===== config.mk =====
export PLATFORM = sky130hd
export DESIGN_NAME = read_controller_sdram_flat
export DESIGN_NICKNAME = d
export VERILOG_FILES = /design/src/rtl/read_controller_sdram_if.sv /design/src/rtl/read_controller_sdram.sv /design/src/flat_wrapper.sv
export SDC_FILE = /design/constraint.sdc
export NUM_CORES = 1
export LEC_CHECK = 0
export ABC_AREA = 1
export BUFFER_PORTS_ARGS = -buffer_cell sky130_fd_sc_hd__buf_2
export CELL_PAD_IN_SITES_DETAIL_PLACEMENT = 0
export CELL_PAD_IN_SITES_GLOBAL_PLACEMENT = 2
export CORE_MARGIN = 1
export CORE_UTILIZATION = 43
export DETAILED_ROUTE_END_ITERATION = 10
export GPL_TIMING_DRIVEN = 0
export MAX_ROUTING_LAYER = met4
export PLACE_DENSITY_LB_ADDON = 0.1
export SLEW_MARGIN = 0
export SYNTH_ARGS = -nofsm -noshare
export SYNTH_HDL_FRONTEND = slang
export SYNTH_SLANG_ARGS = --single-unit

===== constraint.sdc =====
create_clock -name CLK -period 3.3 [get_ports CLK]
set_input_delay 0.66 -clock CLK [delete_from_list [all_inputs] [get_ports CLK]]
set_output_delay 0.66 -clock CLK [all_outputs]
set_load 0.03 [all_outputs]

===== src/rtl/read_controller_sdram_if.sv =====
// Bundle of the SDRAM-read and pixel-consumer signals of the frame read controller.
// Latency: none; this only groups wires.
// Backpressure: the controller throttles itself through i_busy_wr and the FIFO free-slot count.
interface read_controller_sdram_if #(
  parameter int PixelBitWidth     = 16,
  parameter int AddressWidthSDRAM = 24
);
  logic                         i_busy_wr;
  logic                         i_sdram_valid_rd;
  logic [PixelBitWidth-1:0]     i_sdram_pixel;
  logic                         i_pixel_req;
  logic                         i_frame_start;
  logic                         o_sdram_rd_req;
  logic [AddressWidthSDRAM-1:0] o_sdram_addr;
  logic [PixelBitWidth-1:0]     o_pixel;
  logic                         o_pixel_valid;
  logic                         o_underrun;
  logic                         o_busy_rd;

  // Controller side.
  modport master (
    input  i_busy_wr, i_sdram_valid_rd, i_sdram_pixel, i_pixel_req, i_frame_start,
    output o_sdram_rd_req, o_sdram_addr, o_pixel, o_pixel_valid, o_underrun, o_busy_rd
  );

  // SDRAM / display side.
  modport slave (
    output i_busy_wr, i_sdram_valid_rd, i_sdram_pixel, i_pixel_req, i_frame_start,
    input  o_sdram_rd_req, o_sdram_addr, o_pixel, o_pixel_valid, o_underrun, o_busy_rd
  );
endinterface


===== src/rtl/read_controller_sdram.sv =====
// Streams a frame from SDRAM in fixed bursts into a pixel FIFO feeding the display.
// Latency: pixel pop returns data one cycle after i_pixel_req; burst request is one cycle after IDLE decides.
// Backpressure: bursts start only with a whole burst of free FIFO slots and i_busy_wr low; empty pops flag underrun.
module read_controller_sdram #(
  parameter int FrameWidth        = 640,
  parameter int FrameHeight       = 480,
  parameter int BurstLengthSDRAM  = 8,
  parameter int PixelBitWidth     = 16,
  parameter int AddressWidthSDRAM = 24,
  parameter int FifoDepth         = 32
) (
  input logic CLK,
  input logic RST,
  read_controller_sdram_if.master bus
);

  localparam int FrameSize = FrameWidth * FrameHeight;
  localparam int PtrW      = $clog2(FifoDepth);
  localparam int CntW      = PtrW + 1;
  localparam int BcW       = $clog2(BurstLengthSDRAM) + 1;

  typedef enum logic [1:0] {
    IDLE    = 2'd0,
    REQ     = 2'd1,
    RECEIVE = 2'd2,
    DONE    = 2'd3
  } state_t;

  state_t                       state;
  logic [AddressWidthSDRAM-1:0] read_addr;
  logic [BcW-1:0]               burst_cnt;
  logic                         restart_pending;

  logic [PixelBitWidth-1:0]     mem [FifoDepth];
  logic [PtrW-1:0]              head;
  logic [PtrW-1:0]              tail;
  logic [CntW-1:0]              count;

  logic [CntW-1:0]              free_slots;
  logic                         can_start;
  logic                         restart_now;
  logic                         flush;
  logic                         push;
  logic                         pop;
  logic                         last_word;
  logic [AddressWidthSDRAM-1:0] next_addr;

  assign free_slots  = CntW'(FifoDepth) - count;
  assign can_start   = (free_slots >= CntW'(BurstLengthSDRAM)) && !bus.i_busy_wr
                       && !restart_pending && !bus.i_frame_start;
  // A restart seen in the DONE cycle itself is honoured at once rather than one burst later.
  assign restart_now = restart_pending || bus.i_frame_start;
  assign flush       = ((state == IDLE) && bus.i_frame_start) || ((state == DONE) && restart_now);
  // Words of a burst that straddles a frame restart belong to the old frame and are discarded.
  assign push        = (state == RECEIVE) && bus.i_sdram_valid_rd && !restart_now;
  // Pops only look at stored entries, so a word arriving into an empty FIFO is never bypassed.
  assign pop         = bus.i_pixel_req && (count != '0) && !flush;
  assign last_word   = (burst_cnt == BcW'(BurstLengthSDRAM - 1));
  assign next_addr   = read_addr + AddressWidthSDRAM'(BurstLengthSDRAM);

  // Burst sequencing FSM with registered request/address/busy outputs.
  always_ff @(posedge CLK) begin
    if (RST) begin
      state              <= IDLE;
      read_addr          <= '0;
      burst_cnt          <= '0;
      restart_pending    <= 1'b0;
      bus.o_sdram_rd_req <= 1'b0;
      bus.o_sdram_addr   <= '0;
      bus.o_busy_rd      <= 1'b0;
    end else begin
      bus.o_busy_rd      <= (state != IDLE);
      bus.o_sdram_rd_req <= 1'b0;
      case (state)
        IDLE: begin
          if (bus.i_frame_start) begin
            read_addr <= '0;
          end else if (can_start) begin
            state              <= REQ;
            bus.o_sdram_rd_req <= 1'b1;
            bus.o_sdram_addr   <= read_addr;
          end
        end
        REQ: begin
          burst_cnt <= '0;
          state     <= RECEIVE;
          if (bus.i_frame_start) restart_pending <= 1'b1;
        end
        RECEIVE: begin
          if (bus.i_frame_start) restart_pending <= 1'b1;
          if (bus.i_sdram_valid_rd) begin
            burst_cnt <= burst_cnt + 1'b1;
            if (last_word) state <= DONE;
          end
        end
        DONE: begin
          state <= IDLE;
          if (restart_now) begin
            read_addr       <= '0;
            restart_pending <= 1'b0;
          end else if (next_addr == AddressWidthSDRAM'(FrameSize)) begin
            read_addr <= '0;
          end else begin
            read_addr <= next_addr;
          end
        end
        default: state <= IDLE;
      endcase
    end
  end

  // FIFO storage; contents need no reset since occupancy gates every read.
  always_ff @(posedge CLK) begin
    if (push) mem[tail] <= bus.i_sdram_pixel;
  end

  // FIFO pointers, occupancy and the registered pixel/underrun outputs.
  always_ff @(posedge CLK) begin
    if (RST) begin
      head              <= '0;
      tail              <= '0;
      count             <= '0;
      bus.o_pixel       <= '0;
      bus.o_pixel_valid <= 1'b0;
      bus.o_underrun    <= 1'b0;
    end else begin
      bus.o_pixel_valid <= 1'b0;
      bus.o_underrun    <= 1'b0;
      if (flush) begin
        head  <= '0;
        tail  <= '0;
        count <= '0;
      end else begin
        if (push) tail <= tail + 1'b1;
        if (pop) begin
          bus.o_pixel       <= mem[head];
          bus.o_pixel_valid <= 1'b1;
          head              <= head + 1'b1;
        end else if (bus.i_pixel_req) begin
          bus.o_pixel    <= '0;
          bus.o_underrun <= 1'b1;
        end
        case ({push, pop})
          2'b10:   count <= count + 1'b1;
          2'b01:   count <= count - 1'b1;
          default: count <= count;
        endcase
      end
    end
  end

endmodule


===== src/flat_wrapper.sv =====
// flat-port wrapper written by rule: the top's interface ports become plain ports
module read_controller_sdram_flat 
#(
  parameter int FrameWidth        = 640,
  parameter int FrameHeight       = 480,
  parameter int BurstLengthSDRAM  = 8,
  parameter int PixelBitWidth     = 16,
  parameter int AddressWidthSDRAM = 24,
  parameter int FifoDepth         = 32
)
  (CLK, RST, bus_i_busy_wr, bus_i_sdram_valid_rd, bus_i_sdram_pixel, bus_i_pixel_req, bus_i_frame_start, bus_o_sdram_rd_req, bus_o_sdram_addr, bus_o_pixel, bus_o_pixel_valid, bus_o_underrun, bus_o_busy_rd);
  read_controller_sdram_if #(.PixelBitWidth(PixelBitWidth), .AddressWidthSDRAM(AddressWidthSDRAM)) bus_i ();
  input logic CLK;
  input logic RST;
  input wire logic [$bits(bus_i.i_busy_wr)-1:0] bus_i_busy_wr;
  input wire logic [$bits(bus_i.i_sdram_valid_rd)-1:0] bus_i_sdram_valid_rd;
  input wire logic [$bits(bus_i.i_sdram_pixel)-1:0] bus_i_sdram_pixel;
  input wire logic [$bits(bus_i.i_pixel_req)-1:0] bus_i_pixel_req;
  input wire logic [$bits(bus_i.i_frame_start)-1:0] bus_i_frame_start;
  output wire logic [$bits(bus_i.o_sdram_rd_req)-1:0] bus_o_sdram_rd_req;
  output wire logic [$bits(bus_i.o_sdram_addr)-1:0] bus_o_sdram_addr;
  output wire logic [$bits(bus_i.o_pixel)-1:0] bus_o_pixel;
  output wire logic [$bits(bus_i.o_pixel_valid)-1:0] bus_o_pixel_valid;
  output wire logic [$bits(bus_i.o_underrun)-1:0] bus_o_underrun;
  output wire logic [$bits(bus_i.o_busy_rd)-1:0] bus_o_busy_rd;
  assign bus_i.i_busy_wr = bus_i_busy_wr;
  assign bus_i.i_sdram_valid_rd = bus_i_sdram_valid_rd;
  assign bus_i.i_sdram_pixel = bus_i_sdram_pixel;
  assign bus_i.i_pixel_req = bus_i_pixel_req;
  assign bus_i.i_frame_start = bus_i_frame_start;
  assign bus_o_sdram_rd_req = bus_i.o_sdram_rd_req;
  assign bus_o_sdram_addr = bus_i.o_sdram_addr;
  assign bus_o_pixel = bus_i.o_pixel;
  assign bus_o_pixel_valid = bus_i.o_pixel_valid;
  assign bus_o_underrun = bus_i.o_underrun;
  assign bus_o_busy_rd = bus_i.o_busy_rd;
  read_controller_sdram #(.FrameWidth(FrameWidth), .FrameHeight(FrameHeight), .BurstLengthSDRAM(BurstLengthSDRAM), .PixelBitWidth(PixelBitWidth), .AddressWidthSDRAM(AddressWidthSDRAM), .FifoDepth(FifoDepth)) u_core (.CLK(CLK), .RST(RST), .bus(bus_i));
endmodule

# Yosys cells after proc, flatten, opt, wreduce, memory -nomap -nowiden
# Memories as Yosys holds them, arrays and structs flattened. A register that Yosys moved wholly into a read port is not among the register bits.
# Cells that the tools add are included.
# W data, S select, Z words.
# classes
reduce_logical	34
bitwise	3
n_eq_ne	14
addsub	7
magnitude_cmp	1
mux	24
# ops
cell	count
$mux W24	3
$pmux W24 S2	1
$mux W16	2
$add A24 B4 Y24 const B	1
$eq A24 B19 Y1 const B	1
$pmux W6 S2	1
$reduce_bool A2 Y1	6
$add A5 B1 Y5 const B	2
$mux W5	2
$logic_and A1 B1 Y1	9
$mux W2	4
$ne A2 B1 Y1 const B	4
$pmux W2 S4	1
$pmux W4 S2	1
$mux W1	7
$add A6 B1 Y6 const B	1
$eq A2 B2 Y1 const B	3
$ge A6 B4 Y1 const B	1
$ne A2 B2 Y1 const B	3
$reduce_and A2 Y1	3
$reduce_and A3 Y1	2
$reduce_bool A6 Y1	1
$reduce_or A3 Y1	2
$sub A6 B1 Y6 const B	1
12 further kinds	21
# word_totals
ramBits	512
wordCells	97
register_bits	91
memories	1
# memory_table
memory	depth	word_bits	rd	rd_ports_with_merged_regs	wr	line	rtl
u_core.mem	32	16	1	1	1	read_controller_sdram.sv:34	logic [PixelBitWidth-1:0] mem [FifoDepth];

# Logic depth before layout (Yosys ltp)
# Gate-level depths: netlist of the first run.
# depth
word_depth	8
mapped_depth	19

# Worst setup path after synthesis of the first run
# OpenSTA, ideal clock, no wires.
# synth_path
path_kind	register -> register
start	register u_core.state[0]
end	register u_core.count[4]
arrival_ns	2.764
path_stages_with_launch	20
slack_ns	0.421
synth_period_minus_slack_ns	2.879
path_buffers	2
path_cell_list	dfxtp_1 inv_1 ha_1 nand2_1 a21oi_1 nor2_1 nand2_1 clkinv_1 buf_2 ha_1 clkbuf_1 xnor2_1 inv_1 ha_1 inv_1 nand2_1 a21oi_1 xor2_1 o21ai_0 inv_1
# synth_between
elab_chain_len	7
elab_cells_between_ends	15
# synth_rtl
item	line	rtl
start, declared	read_controller_sdram.sv:29	state_t state;
start signal, assigned	read_controller_sdram.sv:64	state <= IDLE;
start signal, assigned	read_controller_sdram.sv:79	state <= REQ;
start signal, assigned	read_controller_sdram.sv:86	state <= RECEIVE;
$eq A2 B2 Y1 / $logic_not A2 Y1 (equally long branches)	read_controller_sdram.sv:53	assign flush = ((state == IDLE) && bus.i_frame_start) || ((state == DONE) && restart_now);
$logic_and A1 B1 Y1	read_controller_sdram.sv:53	
$logic_or A1 B1 Y1 *	read_controller_sdram.sv:53	
$logic_not A1 Y1 *	read_controller_sdram.sv:57	assign pop = bus.i_pixel_req && (count != '0) && !flush;
$logic_and A1 B1 Y1 *	read_controller_sdram.sv:57	
named net u_core.pop	read_controller_sdram.sv:44	logic pop;
$eq A2 B1 Y1 / $eq A2 B2 Y1 (equally long branches)	read_controller_sdram.sv:143	case ({push, pop})
$pmux W6 S2 / $reduce_bool A2 Y1 (equally long branches)	--	
end signal, assigned	read_controller_sdram.sv:144	2'b10: count <= count + 1'b1;
end signal, assigned	read_controller_sdram.sv:145	2'b01: count <= count - 1'b1;
end signal, assigned	read_controller_sdram.sv:146	default: count <= count;
end, declared	read_controller_sdram.sv:37	logic [CntW-1:0] count;
# The timed path passes the listed nets; every way through them passes the cells marked *.
# A chain may end at the register's enable or synchronous reset.

==> summary.md, run 1 <==
| Metric | Value |
|---|---|
| Cell Chain, Critical Path | `buf_2, buf_2, clkbuf_1, o21ai_0, o211ai_1, nand3_1, nand3_1, nand3_1, a21oi_1` |
| Placed Cells | `2950` |
| Number of enable flip-flop cells after synthesis | `512` |
| Min cycle time layout | `3229 ps` |
| Post-route ant nets | `0` |
| Syn Area/Cell | `11.59 um2` |
| CTS Sinks | `602` |
| Max VDD drop | `471.7 uV` |
| Fraction of layout cells with a size suffix above 1 | `12.17%` |
| Worst EP arrival | `3750 ps` |
| Root buffer cell | `clkbuf_16` |
| Fmax | `309.7 MHz` |
| Total Routing Usage GR | `29.99%` |
| Min Hold Slack | `448.7 ps` |
| R2R setup slack | `70 ps` |
| Slew at the pin with the worst max-slew slack | `1194 ps` |
| Critical path required time | `3820 ps` |
| CTS Buf Count | `68` |
| Total grt overflow | `0` |
| Hold Vio Cnt, Final | `0` |
| Htree depth | `3` |
| Fill cells | `4986` |
| Period utilization | `97.84%` |
| Post-synthesis mux area share | `0%` |
| Vias per cell | `5.725` |
| Final core occ | `50.94%` |
| Status | `finished clean` |
| Synth Area in Adders | `0.7683%` |
| Area Overhead vs Synth | `16.02%` |
| Via Count | `17554` |
| Chip Width | `240.4 um` |
| Yosys cell types | `37` |
| Final count of negative-setup-slack endpoints | `0` |
| Ys Warns | `0` |
| Most used flip-flop cell after synthesis | `edfxtp_1` |
| DRC Markers | `0` |
| Pwr Density | `741.4 mW/mm2` |
| Critical path's most frequent cell | `nand3_1` |
| CP max-delay cell | `clkbuf_1` |
| Initial Util | `43.91%` |
| Clock Tree Buf Depth | `3` |
| Multi-input gate area | `0.006476 mm2` |
| Row Count | `86` |
| Vias in the first global route | `16458` |
| Post-synthesis sequential area ratio | `70.31%` |
| Unrepaired setup endpoints after global routing | `yes` |
| Die Ht | `240.4 um` |
| Compound-cell area share of the yosys netlist | `11.99%` |
| Pin count of the biggest net entering global routing | `33` |
| Post-Synthesis Cells | `2107` |
| Hold Crit Depth | `4` |
| Number of diodes | `0` |
| Initial DRC Count | `1816` |
| Initial antenna violation count | `2` |
| RePlAce Congestion | `0.9120` |
| Avg WL per Cell | `26.90 um` |
| Pleak | `0.009238 uW` |
| Largest family of logic cells by synthesized area | `simple AND/OR/NAND/NOR gates` |
| IO Pins | `66` |
| Hold Startpoint | `RST` |
| Clock transition at the registers of the reported paths | `50 ps` |
| Skew-Pair Late Insertion Delay | `600 ps` |
| FFs w/ async S/R, synth | `0%` |
| Flops & latches, synth | `602` |
| Synth Area in Simple Gates | `12.68%` |
| Reg2reg end | `u_core.bus.o_pixel[5]` |
| Fin Setup TNS | `0 ps` |
| Die area | `0.05777 mm2` |
| CTS Hold Bufs | `0` |
| Layout Cells excl Fill | `3066` |
| Crit path launch type | `register` |
| Hold Path Class | `input pin to register` |
| CP endpoint kind | `register` |
| Post-Route WL | `82470 um` |
| Reg2Reg Depth | `9` |
| Post-synthesis cell area | `0.02443 mm2` |
| XOR/XNOR Fraction of Synth Area | `0.5019%` |
| Worst-path fanout max | `10` |
| Core area | `0.05563 mm2` |
| Setup CP Type | `register to register` |
| Worst Skew | `18.17 ps` |
| Max_slew headroom | `20.43%` |
| First-pass GRT wire length | `117300 um` |
| Detailed Place HPWL | `56580 um` |
| WHS Endpoint | `u_core.tail[2]` |
| Max Slew Vio Count | `0` |
| CTS tree | `done` |
| I/O Buffers | `62` |
| Max incr delay on CP | `680 ps` |
| Final #Nets | `2308` |
| Pre-Repair DR Iteration Count | `6` |
| Setup Buffers After CTS | `0` |
| Max-cap violations | `0` |
| Reg area | `0.01718 mm2` |
[synth_stat cells, types with 3 or more instances]
| master | count | area (um2) |
|---|---|---|
| inv_2 | 3 | 11.26 |
| buf_6 | 5 | 56.30 |
| inv_1 | 69 | 259.0 |
| o21ai_1 | 3 | 15.01 |
| a21oi_1 | 93 | 465.5 |
| buf_4 | 11 | 82.58 |
| nand3b_1 | 3 | 22.52 |
| xor2_1 | 6 | 52.55 |
| nor2_1 | 408 | 1531 |
| o221ai_1 | 37 | 324.1 |
| edfxtp_1 | 512 | 15370 |
| buf_2 | 32 | 160.2 |
| nand3_1 | 138 | 690.7 |
| xnor2_1 | 8 | 70.07 |
| buf_1 | 9 | 33.78 |
| o211ai_1 | 91 | 683.2 |
| nand4_1 | 6 | 37.54 |
| ha_1 | 15 | 187.7 |
| o21ai_0 | 276 | 1381 |
| dfxtp_1 | 90 | 1802 |
| clkbuf_1 | 70 | 262.8 |
| nand2_1 | 193 | 724.4 |
| nor3_1 | 7 | 35.03 |
[power by group]
| part | leakage [uW] | switching (uW) | internal (uW) |
|---|---|---|---|
| logic | 0.00291 | 4010 | 1470 |
| registers | 0.00533 | 110 | 8390 |
| clock network | 0.00101 | 2940 | 4090 |
[kinds of logic after synthesis]
kind of cell | Yosys count
buffers and inverters | 205
flip-flops | 602
AO/OA/AOI/OAI | 507
XOR/XNOR | 14
AND/OR/NAND/NOR | 763
adder cells (fa/ha/maj) | 15
other | 1
[final cells by class]
type	instances	share of cell area, %
buffer	130	2.243
tap	748	3.302
timing repair buffer	93	2.821
sequential	602	60.61
multi-input combinational	1302	22.85
clock inverter	22	0.4459
clock buffer	95	6.733
inverter	74	0.9977
[registers in the layout, indices dropped and copies added (netlist names), named ones only]
signal                     cells
u_core.bus.o_sdram_rd_req      1
u_core.bus.o_busy_rd           1
u_core.read_addr              21
u_core.bus.o_underrun          1
u_core.tail                    5
u_core.count                   6
u_core.burst_cnt               4
u_core.mem                   512
u_core.bus.o_pixel_valid       1
u_core.restart_pending         1
u_core.head                    5
u_core.bus.o_pixel            16
u_core.bus.o_sdram_addr       21
u_core.state                   2
[worst max-delay path, delay by kind of cell, from the launching register on]
family / cells / cell delay (ps)
buffers and inverters: 3 / 1400
AOI/OAI and AO/OA: 3 / 740
and+or+nand+nor: 3 / 700
DFF: 1 / 300
[cells in the final DEF, fill, tap and decap left out, types with 8 or more instances in the layout]
cell	count
o21ai_0	276
ha_1	13
a21oi_1	93
o211ai_1	91
buf_8	22
inv_1	69
clkbuf_1	86
clkinv_1	11
buf_4	12
clkbuf_16	71
clkinv_2	10
xnor2_1	8
buf_2	93
o221ai_1	37
nand2_1	192
nor2_2	24
nor2_1	379
nand3_1	138
buf_1	9
edfxtp_1	512
buf_6	12
dfxtp_1	90
nor2_4	8
[worst max-delay path by stage]
stage	start	endpoint	slack, ps	cells after the start
after floorplan	u_core.state[0]	u_core.count[4]	420	19
after global routing	u_core.state[0]	u_core.mem[10][6]	-3	9
after global placement	bus_i_sdram_valid_rd	u_core.mem[23][2]	-1510	7
after detailed placement	u_core.state[0]	u_core.count[4]	-440	19
final	register	u_core.bus.o_pixel[5]	70	9
after CTS	u_core.state[0]	u_core.count[4]	30	19
[per-layer routing]
metal	up-vias	global-route usage [%]	share of wire (%)	wire length, um
met5	-	-	0	0
met4	0	9.689	3.4	2775
met3	152	6.946	9.5	7799
met2	829	44.78	45	37140
met1	8661	40.47	42	34750
li1	7912	-	-	-
[stage by stage]
stage | setup slack (ps) | area (um2) | total power, uW
final | 71.19 | 28340 | 21010
after floorplan | 420.7 | 24440 | 11830
after CTS | 32.30 | 28320 | 21050
after global routing | -3.492 | 28340 | 21830
after global placement | -1512 | 25680 | 13970
after detailed placement | -435.6 | 26280 | 14030
[repair_timing]
item | 4_1_cts | 5_1_grt
hold endpoints to repair | 0 | 0
resized for setup | 4 | 8
endpoints found under the setup margin | 6 | 23
Note: power is estimated with default switching activity, not from simulation.
==> inputs of run 2 (changes only) <==
--- a/config.mk
+++ b/config.mk
@@ -10,7 +10,7 @@
 export CELL_PAD_IN_SITES_DETAIL_PLACEMENT = 0
 export CELL_PAD_IN_SITES_GLOBAL_PLACEMENT = 2
 export CORE_MARGIN = 1
-export CORE_UTILIZATION = 43
+export CORE_UTILIZATION = 39
 export DETAILED_ROUTE_END_ITERATION = 10
 export GPL_TIMING_DRIVEN = 0
 export MAX_ROUTING_LAYER = met4
==> constraint.sdc (replaced) <==
create_clock -name CLK -period 2.6 [get_ports CLK]
set_input_delay 0.13 -clock CLK [delete_from_list [all_inputs] [get_ports CLK]]
set_output_delay 0.13 -clock CLK [all_outputs]
set_load 0.03 [all_outputs]
==> run 2 against run 1 <==
  * The flow now finishes with violations (setup timing)
  * Critical path type unchanged
  * Largest power group unchanged
  * Setup slack worse by 74 ps
  * Utilization is 3.4 points lower
  * Routed wire length is 2.3% higher
==> summary.md, run 2 (same netlist as run 1, synthesis figures left out) <==
| Metric | Value |
|---|---|
| Status | `finished with violations (was finished clean)` |
| Failing checks | `setup timing` |
| Die Ht | `252.3 um (was 240.4 um)` |
| Critical path's most frequent cell | `nand3_1 (unchanged)` |
| Slew at the pin with the worst max-slew slack | `988.6 ps (was 1194 ps)` |
| Period utilization | `100.1% (was 97.84%)` |
| Worst EP arrival | `3060 ps (was 3750 ps)` |
| Pwr Density | `924.2 mW/mm2 (was 741.4 mW/mm2)` |
| Final #Nets | `2353 (was 2308)` |
| Chip Width | `252.3 um (was 240.4 um)` |
| Initial antenna violation count | `3 (was 2)` |
| Total chip power | `27150 uW (was 21010 uW)` |
| Max_slew headroom | `34.09% (was 20.43%)` |
| Max VDD drop | `576.8 uV (was 471.7 uV)` |
| Worst Skew | `23.33 ps (was 18.17 ps)` |
| Clock transition at the registers of the reported paths | `60 ps (was 50 ps)` |
| Max-cap violations | `0 (unchanged)` |
| Number of diodes | `0 (unchanged)` |
| Cell Chain, Critical Path | `buf_2, clkbuf_1, o221ai_1, nand3_1, nand3_1, nand3_1, a21oi_1 (was buf_2, buf_2, clkbuf_1, o21ai_0, o211ai_1, nand3_1, nand3_1, nand3_1, a21oi_1)` |
| Reg2Reg Depth | `7 (was 9)` |
| CP max-delay cell | `clkbuf_1 (unchanged)` |
| Vias in the first global route | `16597 (was 16458)` |
| Post-Route WL | `84370 um (was 82470 um)` |
| Pin count of the biggest net entering global routing | `33 (unchanged)` |
| Largest Register | `u_core.mem (unchanged)` |
| I/O Buffers | `62 (unchanged)` |
| Setup CP Type | `register to register (unchanged)` |
| Clock Tree Buf Depth | `3 (unchanged)` |
| Skew-Pair Late Insertion Delay | `610 ps (was 600 ps)` |
| Commonest non-fill, non-tap cell in the layout | `edfxtp_1 (unchanged)` |
| Total Routing Usage GR | `27.52% (was 29.99%)` |
| Via Count | `17636 (was 17554)` |
| Setup WS post-layout | `-3.281 ps (was 71.19 ps)` |
| Initial Util | `39.51% (was 43.91%)` |
| Fraction of layout cells with a size suffix above 1 | `16.03% (was 12.17%)` |
| Detailed Place HPWL | `58450 um (was 56580 um)` |
| First-pass GRT wire length | `119500 um (was 117300 um)` |
| CTS Buf Count | `69 (was 68)` |
| Max Slew Vio Count | `0 (unchanged)` |
| Hold Path Class | `input pin to register (unchanged)` |
| Setup WS pre-CTS | `-823.0 ps (was -435.6 ps)` |
| Fmax | `384.1 MHz (was 309.7 MHz)` |
| Hold Crit Depth | `1 (was 4)` |
| Pleak | `0.009721 uW (was 0.009238 uW)` |
| Core area | `0.06183 mm2 (was 0.05563 mm2)` |
| Crit path launch type | `register (unchanged)` |
| Root buffer cell | `clkbuf_16 (unchanged)` |
| Max FFs per register | `512 (unchanged)` |
| Hold Vio Cnt, Final | `0 (unchanged)` |
| Min cycle time layout | `2603 ps (was 3229 ps)` |
| CP endpoint kind | `register (unchanged)` |
| IO Pins | `66 (unchanged)` |
| Min Hold Slack | `85.51 ps (was 448.7 ps)` |
| DRC Markers | `0 (unchanged)` |
| Post-route ant nets | `0 (unchanged)` |
| Pre-Repair DR Iteration Count | `5 (was 6)` |
| Hold Startpoint | `bus_i_sdram_pixel[4] (was RST)` |
| Row Count | `91 (was 86)` |
| Total grt overflow | `0 (unchanged)` |
| Vias per cell | `5.498 (was 5.725)` |
| Unrepaired setup endpoints after global routing | `yes (unchanged)` |
| RePlAce Congestion | `0.9222 (was 0.9120)` |
| Critical path required time | `3060 ps (was 3820 ps)` |
| Htree depth | `3 (unchanged)` |
| Final count of negative-setup-slack endpoints | `1 (was 0)` |
| Area Overhead vs Synth | `20.25% (was 16.02%)` |
| Largest regs | `u_core.mem x512, u_core.bus.o_sdram_addr x21, u_core.read_addr x21 (unchanged)` |
| Avg WL per Cell | `26.30 um (was 26.90 um)` |
| Die area | `0.06364 mm2 (was 0.05777 mm2)` |
| CTS Sinks | `602 (unchanged)` |
| CTS tree | `done (unchanged)` |
| Worst-path fanout max | `10 (unchanged)` |
| Initial DRC Count | `1779 (was 1816)` |
| Max incr delay on CP | `710 ps (was 680 ps)` |
| Most frequent cells in the layout | `edfxtp_1, nor2_1, o21ai_0 (unchanged)` |
[run 2: cell types whose count changed in the layout (fill, tap and decap cells not counted), moves of 6 or more]
cell,delta
buf_12,+13
clkinv_2,+6
clkbuf_1,-28
clkinv_1,+6
nor2_4,+21
clkbuf_2,+21
nor2_2,-20
buf_4,+25
[run 2: worst paths after layout]
check | end | slack, ps
setup / recovery | u_core.bus.o_pixel[2] | -3
hold / removal | u_core.mem[22][4] | 90
setup reg to reg | u_core.bus.o_pixel[2] | -3
hold reg to reg | u_core.bus.o_sdram_addr[14] | 460
[run 2: area by class of cell]
type / count / area [um2]
fillers: 5586 / 32450
multi-input cells: 1302 / 6703
flip-flops and latches: 602 / 17180
repair buffers: 139 / 1359
plain buffers: 128 / 698.2
inverters: 74 / 282.8
clock inverters: 38 / 242.7
well taps: 837 / 1047
clock buffers: 88 / 1862
[run 2: routing by layer]
layer  part of all wire (%)  global-route usage (%)  vias to the layer above
met5                      0                       -                        -
met4                    3.6                   9.905                        0
met3                    7.0                   4.428                      144
met1                     44                   37.37                     8815
li1                       -                       -                     8029
met2                     46                   41.82                      648
[run 2: power by group]
group	total, uW	internal [uW]	leakage (uW)	switching (uW)
logic	7170	2080	0.00335	5100
registers	10800	10700	0.00533	163
clock network	9160	5270	0.00104	3900
[run 2: timing repair]
action	4_1_cts	5_1_grt
pin swaps	18	8
endpoints found under the hold margin	14	0
setup endpoints to repair	495	70
buffers inserted	31	8
resized for setup	67	46
hold buffers	5	0
[run 2: per-stage QoR]
| stage | util [%] | area [um2] | setup TNS (ps) | std cells |
|---|---|---|---|---|
| 5_1_grt | 47.51 | 29370 | -197.3 | 3208 |
| 3_3_place_gp | 41.75 | 25810 | -652060 | 3008 |
| 2_1_floorplan | - | 24460 | -86.92 | 2109 |
| 3_5_place_dp | 42.78 | 26450 | -155790 | 3041 |
| 6_report | 47.51 | 29370 | -3.281 | 3208 |
| 4_1_cts | 47.23 | 29200 | -2375 | 3200 |
[run 2: critical path, delay by kind of cell (launching register included)]
| kind | cells | cell delay [ps] |
|---|---|---|
| DFF | 1 | 310 |
| AOI/OAI and AO/OA | 2 | 500 |
| and+or+nand+nor | 3 | 670 |
| buffers and inverters | 2 | 950 |
